`src/rtl/pulse_pacer.sv`:
```
// pulse_pacer: rate-limits dense event requests into single-cycle pulses
// spaced at least GAP clk_a cycles apart (start-to-start), so a downstream
// pulse synchronizer never sees a pulse while its handshake is busy.
// Events that arrive faster than they can be issued are held in a
// saturating pending counter; events lost at saturation set a sticky flag.
//
// Interface contract: evt_in is a request with no back-pressure. Every
// clk_a edge at which it is high counts as one event, and it is always
// accepted unless the pending counter is full with no issue on that edge.
// pls_a is a one-cycle strobe with no acknowledge; spacing is the only
// flow control toward the synchronizer.
//
// GAP is expected to lie in 2..255 so that GAP-1 fits the 8-bit gap counter.
module pulse_pacer #(
  parameter int GAP = 24,
  parameter int CW  = 4
) (
  input  logic          clk_a,
  input  logic          rst,
  input  logic          evt_in,
  input  logic          clr_ovf,
  output logic          pls_a,
  output logic [CW-1:0] pend_cnt,
  output logic          busy,
  output logic          ovf
);

  typedef enum logic {
    IDLE     = 1'b0,
    GAP_WAIT = 1'b1
  } state_t;

  localparam logic [CW-1:0] PEND_MAX   = '1;
  localparam logic [7:0]    GAP_RELOAD = 8'(GAP - 1);

  state_t        state;
  state_t        state_nxt;
  logic [7:0]    gap_cnt;
  logic [7:0]    gap_cnt_nxt;
  logic          issue;
  logic          drop;
  logic [CW-1:0] pend_nxt;
  logic          ovf_nxt;

  // Next-state logic: issue from IDLE whenever something is pending, then
  // hold off in GAP_WAIT until GAP edges have elapsed since the issue.
  always_comb begin
    state_nxt   = state;
    gap_cnt_nxt = gap_cnt;
    issue       = 1'b0;
    case (state)
      IDLE: begin
        if (pend_cnt != '0) begin
          issue       = 1'b1;
          state_nxt   = GAP_WAIT;
          gap_cnt_nxt = GAP_RELOAD;
        end
      end
      GAP_WAIT: begin
        if (gap_cnt == 8'd1) begin
          state_nxt   = IDLE;
          gap_cnt_nxt = 8'd0;
        end else begin
          gap_cnt_nxt = gap_cnt - 8'd1;
        end
      end
      default: begin
        state_nxt   = IDLE;
        gap_cnt_nxt = 8'd0;
      end
    endcase
  end

  // Pending counter and overflow flag: an event coinciding with an issue
  // nets to zero, so a full counter only drops when nothing is issued.
  always_comb begin
    pend_nxt = pend_cnt;
    drop     = 1'b0;
    ovf_nxt  = ovf;
    if (issue && !evt_in) begin
      pend_nxt = pend_cnt - 1'b1;
    end else if (!issue && evt_in) begin
      if (pend_cnt == PEND_MAX) begin
        drop = 1'b1;
      end else begin
        pend_nxt = pend_cnt + 1'b1;
      end
    end
    // A drop on the same edge as a clear must leave the flag set.
    if (drop) begin
      ovf_nxt = 1'b1;
    end else if (clr_ovf) begin
      ovf_nxt = 1'b0;
    end
  end

  // State register and gap counter.
  always_ff @(posedge clk_a or posedge rst) begin
    if (rst) begin
      state   <= IDLE;
      gap_cnt <= 8'd0;
    end else begin
      state   <= state_nxt;
      gap_cnt <= gap_cnt_nxt;
    end
  end

  // Registered outputs: pulse strobe, pending count and sticky overflow.
  always_ff @(posedge clk_a or posedge rst) begin
    if (rst) begin
      pls_a    <= 1'b0;
      pend_cnt <= '0;
      ovf      <= 1'b0;
    end else begin
      pls_a    <= issue;
      pend_cnt <= pend_nxt;
      ovf      <= ovf_nxt;
    end
  end

  assign busy = (state == GAP_WAIT) | (pend_cnt != '0);

endmodule

```
`config.mk`:
```
export PLATFORM = sky130hd
export DESIGN_NAME = pulse_pacer
export DESIGN_NICKNAME = d
export VERILOG_FILES = /design/src/rtl/pulse_pacer.sv
export SDC_FILE = /design/constraint.sdc
export NUM_CORES = 1
export LEC_CHECK = 0
export ABC_AREA = 1
export BUFFER_PORTS_ARGS = -buffer_cell sky130_fd_sc_hd__buf_2
export CAP_MARGIN = 20
export CELL_PAD_IN_SITES_DETAIL_PLACEMENT = 1
export CELL_PAD_IN_SITES_GLOBAL_PLACEMENT = 1
export CORE_MARGIN = 2
export CORE_UTILIZATION = 44
export DETAILED_ROUTE_END_ITERATION = 8
export HOLD_SLACK_MARGIN = 0.1
export PLACE_DENSITY = 0.8
export SYNTH_ARGS = -nofsm -noshare
export SYNTH_HDL_FRONTEND = slang
export SYNTH_SLANG_ARGS = --single-unit
export TNS_END_PERCENT = 1
```
`constraint.sdc`:
```
create_clock -name clk_a -period 5.1 [get_ports clk_a]
set_clock_uncertainty 0.15 [all_clocks]
set_input_delay 0.51 -clock clk_a [delete_from_list [all_inputs] [get_ports clk_a]]
set_output_delay 0.51 -clock clk_a [all_outputs]
set_load 0.02 [all_outputs]
```
After elaboration in Yosys (flattened, before gate mapping)
Cells that the tools add are included.
- flip-flop bits (word level): 15
- bits in latches: 0
- RAM bits: 0
- memory bits (read-only): 0
- input port bits: 4
- output and inout bits: 7
- word-level logic and storage cells: 37
- memories kept: 0
- add/sub/neg operators: 3
- multipliers: 0
- div/mod/pow operators: 0
- order comparisons: 0
- equality and inequality tests: 4
- shift-type cells: 0
- mux-type cells: 15
- bitwise operators: 2
- reductions and logical operators: 8
- operators by type and width (cell ; number):
    $mux W8 ; 2
    $pmux W8 S2 ; 1
    $mux W4 ; 3
    $eq A8 B1 Y1 const B ; 1
    $mux W1 ; 8
    $sub A8 B1 Y8 const B ; 1
    $add A4 B1 Y4 const B ; 1
    $eq A4 B4 Y1 const B ; 1
    $ne A2 B2 Y1 const B ; 2
    $reduce_bool A2 Y1 ; 2
    $reduce_bool A4 Y1 ; 1
    $sub A4 B1 Y4 const B ; 1
    $logic_and A1 B1 Y1 ; 2
    $logic_not A1 Y1 ; 2
    $pmux W1 S2 ; 1
    $reduce_and A2 Y1 ; 1
    $not A1 Y1 ; 1
    $or A1 B1 Y1 ; 1

Longest topological paths before layout
Gate-level depths: netlist of the first run.
- depth after elaboration: 8
- mapped depth: 14
- mapped depth without buffers: 14

Least setup slack after synthesis of the first run
No wires, ideal clock.
- path type: reg2reg
- start: register pend_cnt[1]
- end: register pend_cnt[2]
- setup time: 0.076 ns
- arrival: 1.819 ns
- required time: 4.874 ns
- setup slack: 3.054 ns
- stages on the path, launching flop included: 13
- buffers on the path: 0
- clock period less this slack: 2.046 ns
- path through: dfrtp_1 nor2_1 nand3_1 nand2_1 inv_1 ha_1 nor2_1 nor2_1 ha_1 nor2_1 xnor2_1 nand2_1 o21ai_1
- cells in the longest elaborated chain, start to end: 7
- elaborated cells on any way between the ends: 15
- classes of those cells: add/sub (2); eq/ne (2); mux (5); reduce/logical (6)
- RTL lines (element ; RTL line ; source):
    start, declared ; 23 ; output logic [CW-1:0] pend_cnt,
    start signal, assigned ; 116 ; pend_cnt <= pend_nxt;
    $reduce_bool A4 Y1 * ; 53 ; if (pend_cnt != '0) begin
    $mux W1 * ; 53 ;
    $mux W1 * ; 51 ; case (state)
    named net issue ; 40 ; logic issue;
    $logic_not A1 Y1 ; 82 ; end else if (!issue && evt_in) begin
    $logic_and A1 B1 Y1 ; 82 ;
    $reduce_bool A2 Y1 (no line) ; -- ;
    $reduce_and A2 Y1 (no line) ; -- ;
Mark *: on every way through the listed nets, which the timed path passes. The rest lies on a longest branch. The select of a mux whose other input is x is not followed.
A chain may end at the register's enable or synchronous reset.

Worst setup path after layout of the first run
Same ends and word-level chain as after synthesis.

==> results of run 1 <==
## cells by family after synthesis
kind of cell	synth area share, %
adders and majority gates	8.26
AOI/OAI and AO/OA	10.5
and+or+nand+nor	24.7
DFF	41.3
xor gates and xnor gates	5.79
buffers and inverters	9.50
## sequential cells by signal (all words and copies together) (netlist names)
register	flops
pls_a	1
gap_cnt	8
ovf	1
pend_cnt	4
state	1
## per-layer routing
metal	share of wire, %	global-route usage (%)	up-vias
met5	0	0	-
met4	1.5	6.94	0
met3	2.7	2.76	5
met2	48	35.6	14
met1	48	26.1	380
li1	-	-	395
## synthesized netlist by cell type, drive strengths merged
cell type / instances / area [µm²]
nand2: 27 / 101
inv: 23 / 86.3
nor2: 16 / 62.6
dfrtp: 15 / 375
o21ai: 9 / 45.0
ha: 6 / 75.1
a21oi: 4 / 23.8
nand3: 4 / 20.0
xor2: 4 / 35.0
o22ai: 3 / 18.8
nor3: 2 / 21.3
xnor2: 2 / 17.5
a22oi: 1 / 7.51
nand4: 1 / 12.5
or2: 1 / 6.26
## cell type report
cell class	instances	area [µm²]	share of cell area, %
sequential	15	375	36.8
multi-input combinational	80	447	43.8
clock buffer	3	22.5	2.21
clock inverter	1	5.00	0.491
timing repair buffer	10	50.0	4.91
tap	27	33.8	3.31
inverter	23	86.3	8.47
## worst max-delay path, delay by kind of cell, from the launching register on
family / cells / cell delay [ps]
simple gates: 7 / 870
flops: 1 / 450
fa+ha+maj: 2 / 410
xor+xnor: 1 / 120
buf+inv: 1 / 90
compound gates: 1 / 90
## worst max-delay path by stage
stage,startpoint,endpoint,slack [ps],depth (start not counted)
2_1_floorplan,pend_cnt[1]$_DFFE_PP0P_,pend_cnt[2]$_DFFE_PP0P_,3050,12
3_3_place_gp,pend_cnt[1]$_DFFE_PP0P_,pend_cnt[2]$_DFFE_PP0P_,3050,12
3_5_place_dp,pend_cnt[1]$_DFFE_PP0P_,pend_cnt[2]$_DFFE_PP0P_,2880,12
4_1_cts,pend_cnt[1]$_DFFE_PP0P_,pend_cnt[2]$_DFFE_PP0P_,2840,12
5_1_grt,pend_cnt[1]$_DFFE_PP0P_,pend_cnt[2]$_DFFE_PP0P_,2620,12
6_report,pend_cnt[1]$_DFFE_PP0P_,pend_cnt[2]$_DFFE_PP0P_,2860,12
## power groups by stage
stage | Sequential, mW | Clock (mW) | Combinational (mW)
2_1_floorplan | 0.232 | 0 | 0.212
4_1_cts | 0.219 | 0.0720 | 0.318
3_3_place_gp | 0.216 | 0 | 0.295
6_report | 0.218 | 0.0711 | 0.315
5_1_grt | 0.225 | 0.0776 | 0.360
3_5_place_dp | 0.221 | 0 | 0.315
==> reports/metrics.csv, run 1 <==
metric;value;unit
status;finished clean;
seqPwrFrac;36.1;%
dp_slack;2880;ps
r2r_start;pend_cnt[1]$_DFFE_PP0P_;
wire_per_inst;13.8;µm
fin_cells;159;
overflow;0;
cpMostUsedCell;nor2_1;
syn-cell-area;908;µm²
io_buffer_count;10;
htreeDepth;1;
worst_slack;2860;ps
yosysSeqAreaShare;41.3;%
period_minus_slack;2240;ps
postCtsSetupRepairBufs;0;
grt_pass1_wl;3.77;mm
cap_viol_max_count;0;
synth.distinct_cells;20;
start_kind;flip-flop;
netSwitchingFraction;48.8;%
synth_cells;118;
drt_iter0_markers;10;
ant_nets;0;
cts-root-buf;clkbuf_4;
intPower;309;µW
core-area;1960;µm²
area_growth;12.3;%
max_freq;446;MHz
cts.path.max_buffers;2;
final_core_util;52.0;%
drive_gt1_share;16.7;%
ctsHoldBuffers;0;
rsz0062_at_grt;false;
power.switching;294;µW
insertion_delay;290;ps
nFillCells;265;
path_cells;nor2_1, nand3_1, nand2_1, inv_1, ha_1, nor2_1, nor2_1, ha_1, nor2_1, xnor2_1, nand2_1, o21ai_1;
die-area;2440;µm²
dp_cells;155;
cp.required;5180;ps
total_power;604;µW
ys_warn_count;0;
grt_max_degree;16;
ff2ff_path_depth;12;
synth_seq_cells;15;
relSlewSlack;59.6;%
place_area;992;µm²
irDropWorstVdd;0.335;mV
final_cell_mix;nand2_1 (27), inv_1 (19), nor2_1 (15), dfrtp_1 (15), buf_2 (10);
p_per_area;592;nW/µm²
cts_sinks;15;
worstSetupPathType;reg2reg;
dp_hpwl;1.74;mm
worstMarginPinSlew;605;ps
drcViolationCount;0;
first_pass_iters;4;
worst-path-max-fanout;6;
clkTransAtPathRegs;100;ps
wirelength;2.19;mm
clkPwrFrac;11.8;%
r2r_end;pend_cnt[2]$_DFFE_PP0P_;
timing.hold.ws;116;ps
track_usage;20.5;%
grt_pass1_vias;834;
fin_crit_sh;44.0;%
viasPerCell;4.99;
antenna_found_initial;0;
finalHoldViolations;0;
start_util;46.3;%
mostFrequentLayoutCell;nand2_1;
fin_area;1020;µm²
die_w;49.4;µm
critPathMaxStageDelay;450;ps
place.gp.congestion;0.816;
cts_buffers;3;
setup_violations;0;
num_io_pins;11;
num_rows;16;
hp-class;in2async;
slew_violations;0;
ctsResizeCount;0;
arrival;2320;ps
p_leak;0.569;nW
avgSynthCellArea;7.70;µm²
layout.nets;143;
critPathSlowestCell;dfrtp_1;
r2r_slack;2860;ps
syn_nets;128;
endpoint_kind;flip-flop;
setup_tns;0;ps
cts_tree;built;
pwr-share-comb;52.1;%
antenna_cells;0;
vias;794;
fp.dieH;49.4;µm
No activity file was read; power rests on OpenSTA's default activity.
==> inputs of run 2 (changes only) <==
--- a/config.mk
+++ b/config.mk
@@ -5,16 +5,16 @@
 export SDC_FILE = /design/constraint.sdc
 export NUM_CORES = 1
 export LEC_CHECK = 0
-export ABC_AREA = 1
+export ABC_AREA = 0
 export BUFFER_PORTS_ARGS = -buffer_cell sky130_fd_sc_hd__buf_2
 export CAP_MARGIN = 20
 export CELL_PAD_IN_SITES_DETAIL_PLACEMENT = 1
 export CELL_PAD_IN_SITES_GLOBAL_PLACEMENT = 1
 export CORE_MARGIN = 2
-export CORE_UTILIZATION = 44
+export CORE_UTILIZATION = 43
 export DETAILED_ROUTE_END_ITERATION = 8
 export HOLD_SLACK_MARGIN = 0.1
-export PLACE_DENSITY = 0.8
+export PLACE_DENSITY = 0.75
 export SYNTH_ARGS = -nofsm -noshare
 export SYNTH_HDL_FRONTEND = slang
 export SYNTH_SLANG_ARGS = --single-unit
==> constraint.sdc (replaced) <==
create_clock -name clk_a -period 2.3 [get_ports clk_a]
set_clock_uncertainty 0.15 [all_clocks]
set_input_delay 0.23 -clock clk_a [delete_from_list [all_inputs] [get_ports clk_a]]
set_output_delay 0.23 -clock clk_a [all_outputs]
set_load 0.02 [all_outputs]
==> reports/metrics.csv, run 2 <==
metric;value;unit
grt_busiest_layer;met2;
worst_slack;107;ps
antenna_found_initial;0;
setup_violations;0;
worstMarginPinSlew;584;ps
dp_hpwl;1.48;mm
dp_cells;129;
cts-root-buf;clkbuf_4;
period_minus_slack;2190;ps
start_kind;flip-flop;
synth-main-ff-cell;dfrtp_1;
grt_pass1_vias;716;
htreeDepth;1;
nFillCells;242;
cts_tree;built;
core-area;1960;µm²
worst-path-max-fanout;6;
track_usage;19.0;%
drive_gt1_share;29.4;%
dp_slack;24.8;ps
max_freq;456;MHz
syn-cell-area;890;µm²
largest_reg_flops;8;
status;finished clean;
seq_area;377;µm²
synth_top_area_cell;dfrtp_1;
syn_nets;99;
drt_iter0_markers;7;
synth_most_common_cell;dfrtp_1;
synthTopCellsByCount;dfrtp_1 (15), inv_1 (10), nand2_1 (8);
synth_top_area_share;42.2;%
avgSynthCellArea;10.0;µm²
synth_edf_count;0;
irDropWorstVdd;0.622;mV
cap_viol_max_count;0;
synth_seq_cells;15;
io_buffer_count;10;
area_growth;21.4;%
ys_top_cells_by_area;dfrtp_1 (42%), ha_1 (8.4%), xor2_1 (4.9%);
top_regs;gap_cnt: 8 flops, pend_cnt: 4 flops;
multi_input_area;489;µm²
synth_cells;89;
final_core_util;55.0;%
mostFrequentLayoutCell;dfrtp_1;
hp-class;in2reg;
use_met1;25.0;%
use_met3;6.36;%
insertion_delay;290;ps
wirelength;2.09;mm
yosysSeqAreaShare;42.2;%
p_leak;0.518;nW
endpoint_kind;flip-flop;
grt_max_degree;16;
drcViolationCount;0;
cts.path.max_buffers;2;
num_rows;16;
die-area;2450;µm²
ant_nets;0;
overflow;0;
worstSetupPathType;reg2reg;
total_power;1.33;mW
fin_crit_sh;95.3;%
fin_cells;136;
p_per_area;1230;nW/µm²
layout.nets;120;
synth.distinct_cells;33;
vias;727;
wire_per_inst;15.3;µm
place.gp.congestion;0.796;
num_io_pins;11;
cts_buffers;3;
ys_async_sr_fraction;100;%
first_pass_iters;4;
final_cell_mix;dfrtp_1 (14), inv_1 (10), buf_2 (10);
relSlewSlack;61.0;%
antenna_cells;0;
fp.dieH;49.5;µm
grt_use_met2;30.6;%
timing.hold.ws;245;ps
start_util;45.3;%
die_w;49.5;µm
cp.required;2330;ps
largest_register;gap_cnt;
slew_violations;0;
finalHoldViolations;0;
clkTransAtPathRegs;90;ps
arrival;2230;ps
viasPerCell;5.35;
grt_pass1_wl;3.44;mm
ys_warn_count;0;
cts_sinks;15;
[run 2: area by class of cell]
class                   instances  area share [%]
clock buffers                   3            2.09
multi-input cells              62            45.3
flip-flops and latches         15            34.9
inverters                      10            3.48
repair buffers                 18            10.7
clock inverters                 1           0.463
well taps                      27            3.13
[run 2: per-layer routing]
layer	up-vias	share of wire [%]
li1	351	-
met2	9	48
met5	-	0
met4	0	0.38
met1	365	48
met3	2	3.2
[run 2: cells by family after synthesis]
kind of cell / Yosys count / share of synthesized area (%)
compound gates: 20 / 15.2
buf+inv: 12 / 5.91
fa+ha+maj: 6 / 8.44
xor+xnor: 5 / 4.92
mux: 1 / 1.27
simple gates: 30 / 22.1
flops: 15 / 42.2
[run 2: path summary, 6_finish.rpt]
check / start / end / slack [ps] / cells after the start
setup / recovery: pend_cnt[1]$_DFFE_PP0P_ / pend_cnt[2]$_DFFE_PP0P_ / 110 / 10
hold / removal: evt_in / ovf$_DFFE_PP0P_ / 250 / 4
setup reg to reg: pend_cnt[1]$_DFFE_PP0P_ / pend_cnt[2]$_DFFE_PP0P_ / 110 / 10
hold reg to reg: ovf$_DFFE_PP0P_ / ovf$_DFFE_PP0P_ / 370 / 2
max in group asynchronous: rst / pend_cnt[1]$_DFFE_PP0P_ / 1190 / 3
min in group asynchronous: rst / gap_cnt[2]$_DFFE_PP0P_ / 380 / 3
[run 2: what timing repair did]
item | 4_1_cts | 5_1_grt
hold buffers | 2 | 0
buffers inserted | 0 | 1
hold endpoints to repair | 16 | 0
gates resized for setup | 0 | 4
endpoints found under the setup margin | 0 | 1
[run 2: power by group]
part / total [mW] / leakage (nW) / internal (mW) / switching [mW]
Sequential: 0.524 / 0.180 / 0.379 / 0.145
Clock: 0.152 / 0.0177 / 0.0647 / 0.0868
Combinational: 0.656 / 0.320 / 0.289 / 0.367
[run 2: through the flow]
stage	TNS (ps)	area, µm²
after floorplan	0	893
after global placement	0	1000
after detailed placement	0	1000
after CTS	0	1050
after global routing	-5.28	1080
final	0	1080
[run 2: worst max-delay path, cell delays in order (launching register included)]
cell	delay, ps
dfrtp_2	430
nor4_4	280
or2_4	160
inv_1	80
ha_4	190
xor2_1	140
ha_1	190
a21oi_2	110
xor2_1	150
nor2_1	60
xor2_1	150
==> inputs of run 3 (changes only) <==
--- a/config.mk
+++ b/config.mk
@@ -10,11 +10,11 @@
 export CAP_MARGIN = 20
 export CELL_PAD_IN_SITES_DETAIL_PLACEMENT = 1
 export CELL_PAD_IN_SITES_GLOBAL_PLACEMENT = 1
-export CORE_MARGIN = 2
 export CORE_UTILIZATION = 43
 export DETAILED_ROUTE_END_ITERATION = 8
 export HOLD_SLACK_MARGIN = 0.1
 export PLACE_DENSITY = 0.75
+export SETUP_SLACK_MARGIN = 0.02
 export SYNTH_ARGS = -nofsm -noshare
 export SYNTH_HDL_FRONTEND = slang
 export SYNTH_SLANG_ARGS = --single-unit
==> reports/metrics.csv, run 3 (synthesized netlist as in run 2, its figures left out) <==
metric;value;unit
nFillCells;247;
grt_pass1_wl;3.45;mm
area_growth;24.3;%
wire_per_inst;17.8;µm
grt_max_degree;16;
viasPerCell;5.52;
antenna_cells;0;
antenna_found_initial;0;
place.gp.congestion;0.719;
cpMostUsedCell;xor2_1;
arrival;2440;ps
insertion_delay;300;ps
p_leak;0.524;nW
critPathSlowestCell;dfrtp_1;
hp-class;in2reg;
start_kind;flip-flop;
wirelength;2.48;mm
setup_violations;1;
die-area;2250;µm²
path_cells;nor4_4, or2_4, inv_4, ha_4, xor2_1, ha_2, a21oi_2, xor2_1, nor2_1, xor2_1;
ant_nets;0;
dp_hpwl;1.48;mm
endpoint_kind;flip-flop;
timing.hold.ws;259;ps
violations;setup timing;
fin_crit_sh;103;%
grt_pass1_vias;738;
cts_buffers;3;
layout.nets;123;
htreeDepth;1;
worst-path-max-fanout;4;
worst_slack;-73.6;ps
overflow;0;
worstMarginPinSlew;586;ps
drive_gt1_share;32.1;%
period_minus_slack;2370;ps
rsz0062_at_grt;true;
status;complete, but fails checks;
setup_tns;-73.6;ps
fp.dieH;47.5;µm
cts_tree;built;
die_w;47.5;µm
num_rows;16;
final_core_util;56.4;%
io_buffer_count;10;
cts-root-buf;clkbuf_4;
largest_register;gap_cnt;
largest_reg_flops;8;
p_per_area;1250;nW/µm²
cap_viol_max_count;0;
top_regs;gap_cnt: 8 flops, pend_cnt: 4 flops;
final_cell_mix;dfrtp_1 (14), buf_2 (10), inv_1 (9), buf_4 (9), nand2_1 (8);
irDropWorstVdd;0.754;mV
track_usage;23.7;%
clkTransAtPathRegs;80;ps
cp.required;2370;ps
slew_violations;0;
start_util;45.3;%
drt_iter0_markers;11;
worstSetupPathType;reg2reg;
max_freq;421;MHz
relSlewSlack;60.9;%
core-area;1960;µm²
cts_sinks;15;
drcViolationCount;0;
first_pass_iters;4;
mostFrequentLayoutCell;dfrtp_1;
vias;767;
num_io_pins;11;
cts.path.max_buffers;2;
critPathMaxStageDelay;430;ps
finalHoldViolations;0;
[run 3: cell count changes in the layout (fill, tap and decap cells not counted), sizes merged]
cell    delta
clkinv     -1
clkbuf     +1
buf        +3
[run 3: metrics by stage]
stage          total power [mW]  setup slack (ps)  area [µm²]  instances
4_1_cts                    1.33              39.8        1070        136
3_3_place_gp               1.12               139        1010        129
3_5_place_dp               1.15              33.1        1010        129
5_1_grt                    1.49              -203        1110        139
6_report                   1.38             -73.6        1110        139
2_1_floorplan             0.944              21.7         900         89
[run 3: final cells by class]
class                   instances  area, µm²  share of cell area [%]
clock buffers                   4       26.3                    2.38
repair buffers                 21        138                    12.4
well taps                      27       33.8                    3.05
inverters                      10       40.0                    3.62
flip-flops and latches         15        377                    34.0
multi-input cells              62        492                    44.5
[run 3: where the power goes]
group          internal (mW)  switching (mW)  total, mW
clock network         0.0678          0.0906      0.158
registers              0.379           0.143      0.523
logic                  0.301           0.401      0.702
[run 3: repair_timing]
action                     in CTS  in global routing
resized for setup               1                  4
hold buffers                    2                  0
hold endpoints to repair       16                  0
setup endpoints to repair       1                  1
pin swaps                       2                  5
gates cloned                    0                  0
buffers inserted                1                  3
[run 3: final timing paths]
check / slack (ps) / from / depth (start not counted) / endpoint
worst max-delay path: -70 / pend_cnt[2]$_DFFE_PP0P_ / 10 / pend_cnt[2]$_DFFE_PP0P_
worst min-delay path: 260 / evt_in / 4 / ovf$_DFFE_PP0P_
worst max register to register: -70 / pend_cnt[2]$_DFFE_PP0P_ / 10 / pend_cnt[2]$_DFFE_PP0P_
worst min register to register: 390 / gap_cnt[7]$_DFFE_PP0P_ / 2 / gap_cnt[7]$_DFFE_PP0P_
max in group asynchronous: 1200 / rst / 3 / pend_cnt[1]$_DFFE_PP0P_
min in group asynchronous: 390 / rst / 3 / gap_cnt[3]$_DFFE_PP0P_
[run 3: routing by layer]
layer	vias to the layer above	global-route usage [%]	wire [µm]
met4	0	12.0	68
met3	6	7.92	108
met1	384	28.2	988
met5	-	0	0
met2	17	38.1	1310
li1	360	-	-
[run 3: worst max-delay path: cells and delay by family, from the launching register on]
| family | cells | cell delay (ps) |
|---|---|---|
| simple gates | 3 | 700 |
| xor+xnor | 3 | 530 |
| flops | 1 | 430 |
| fa+ha+maj | 2 | 390 |
| buf+inv | 1 | 50 |
| compound gates | 1 | 40 |
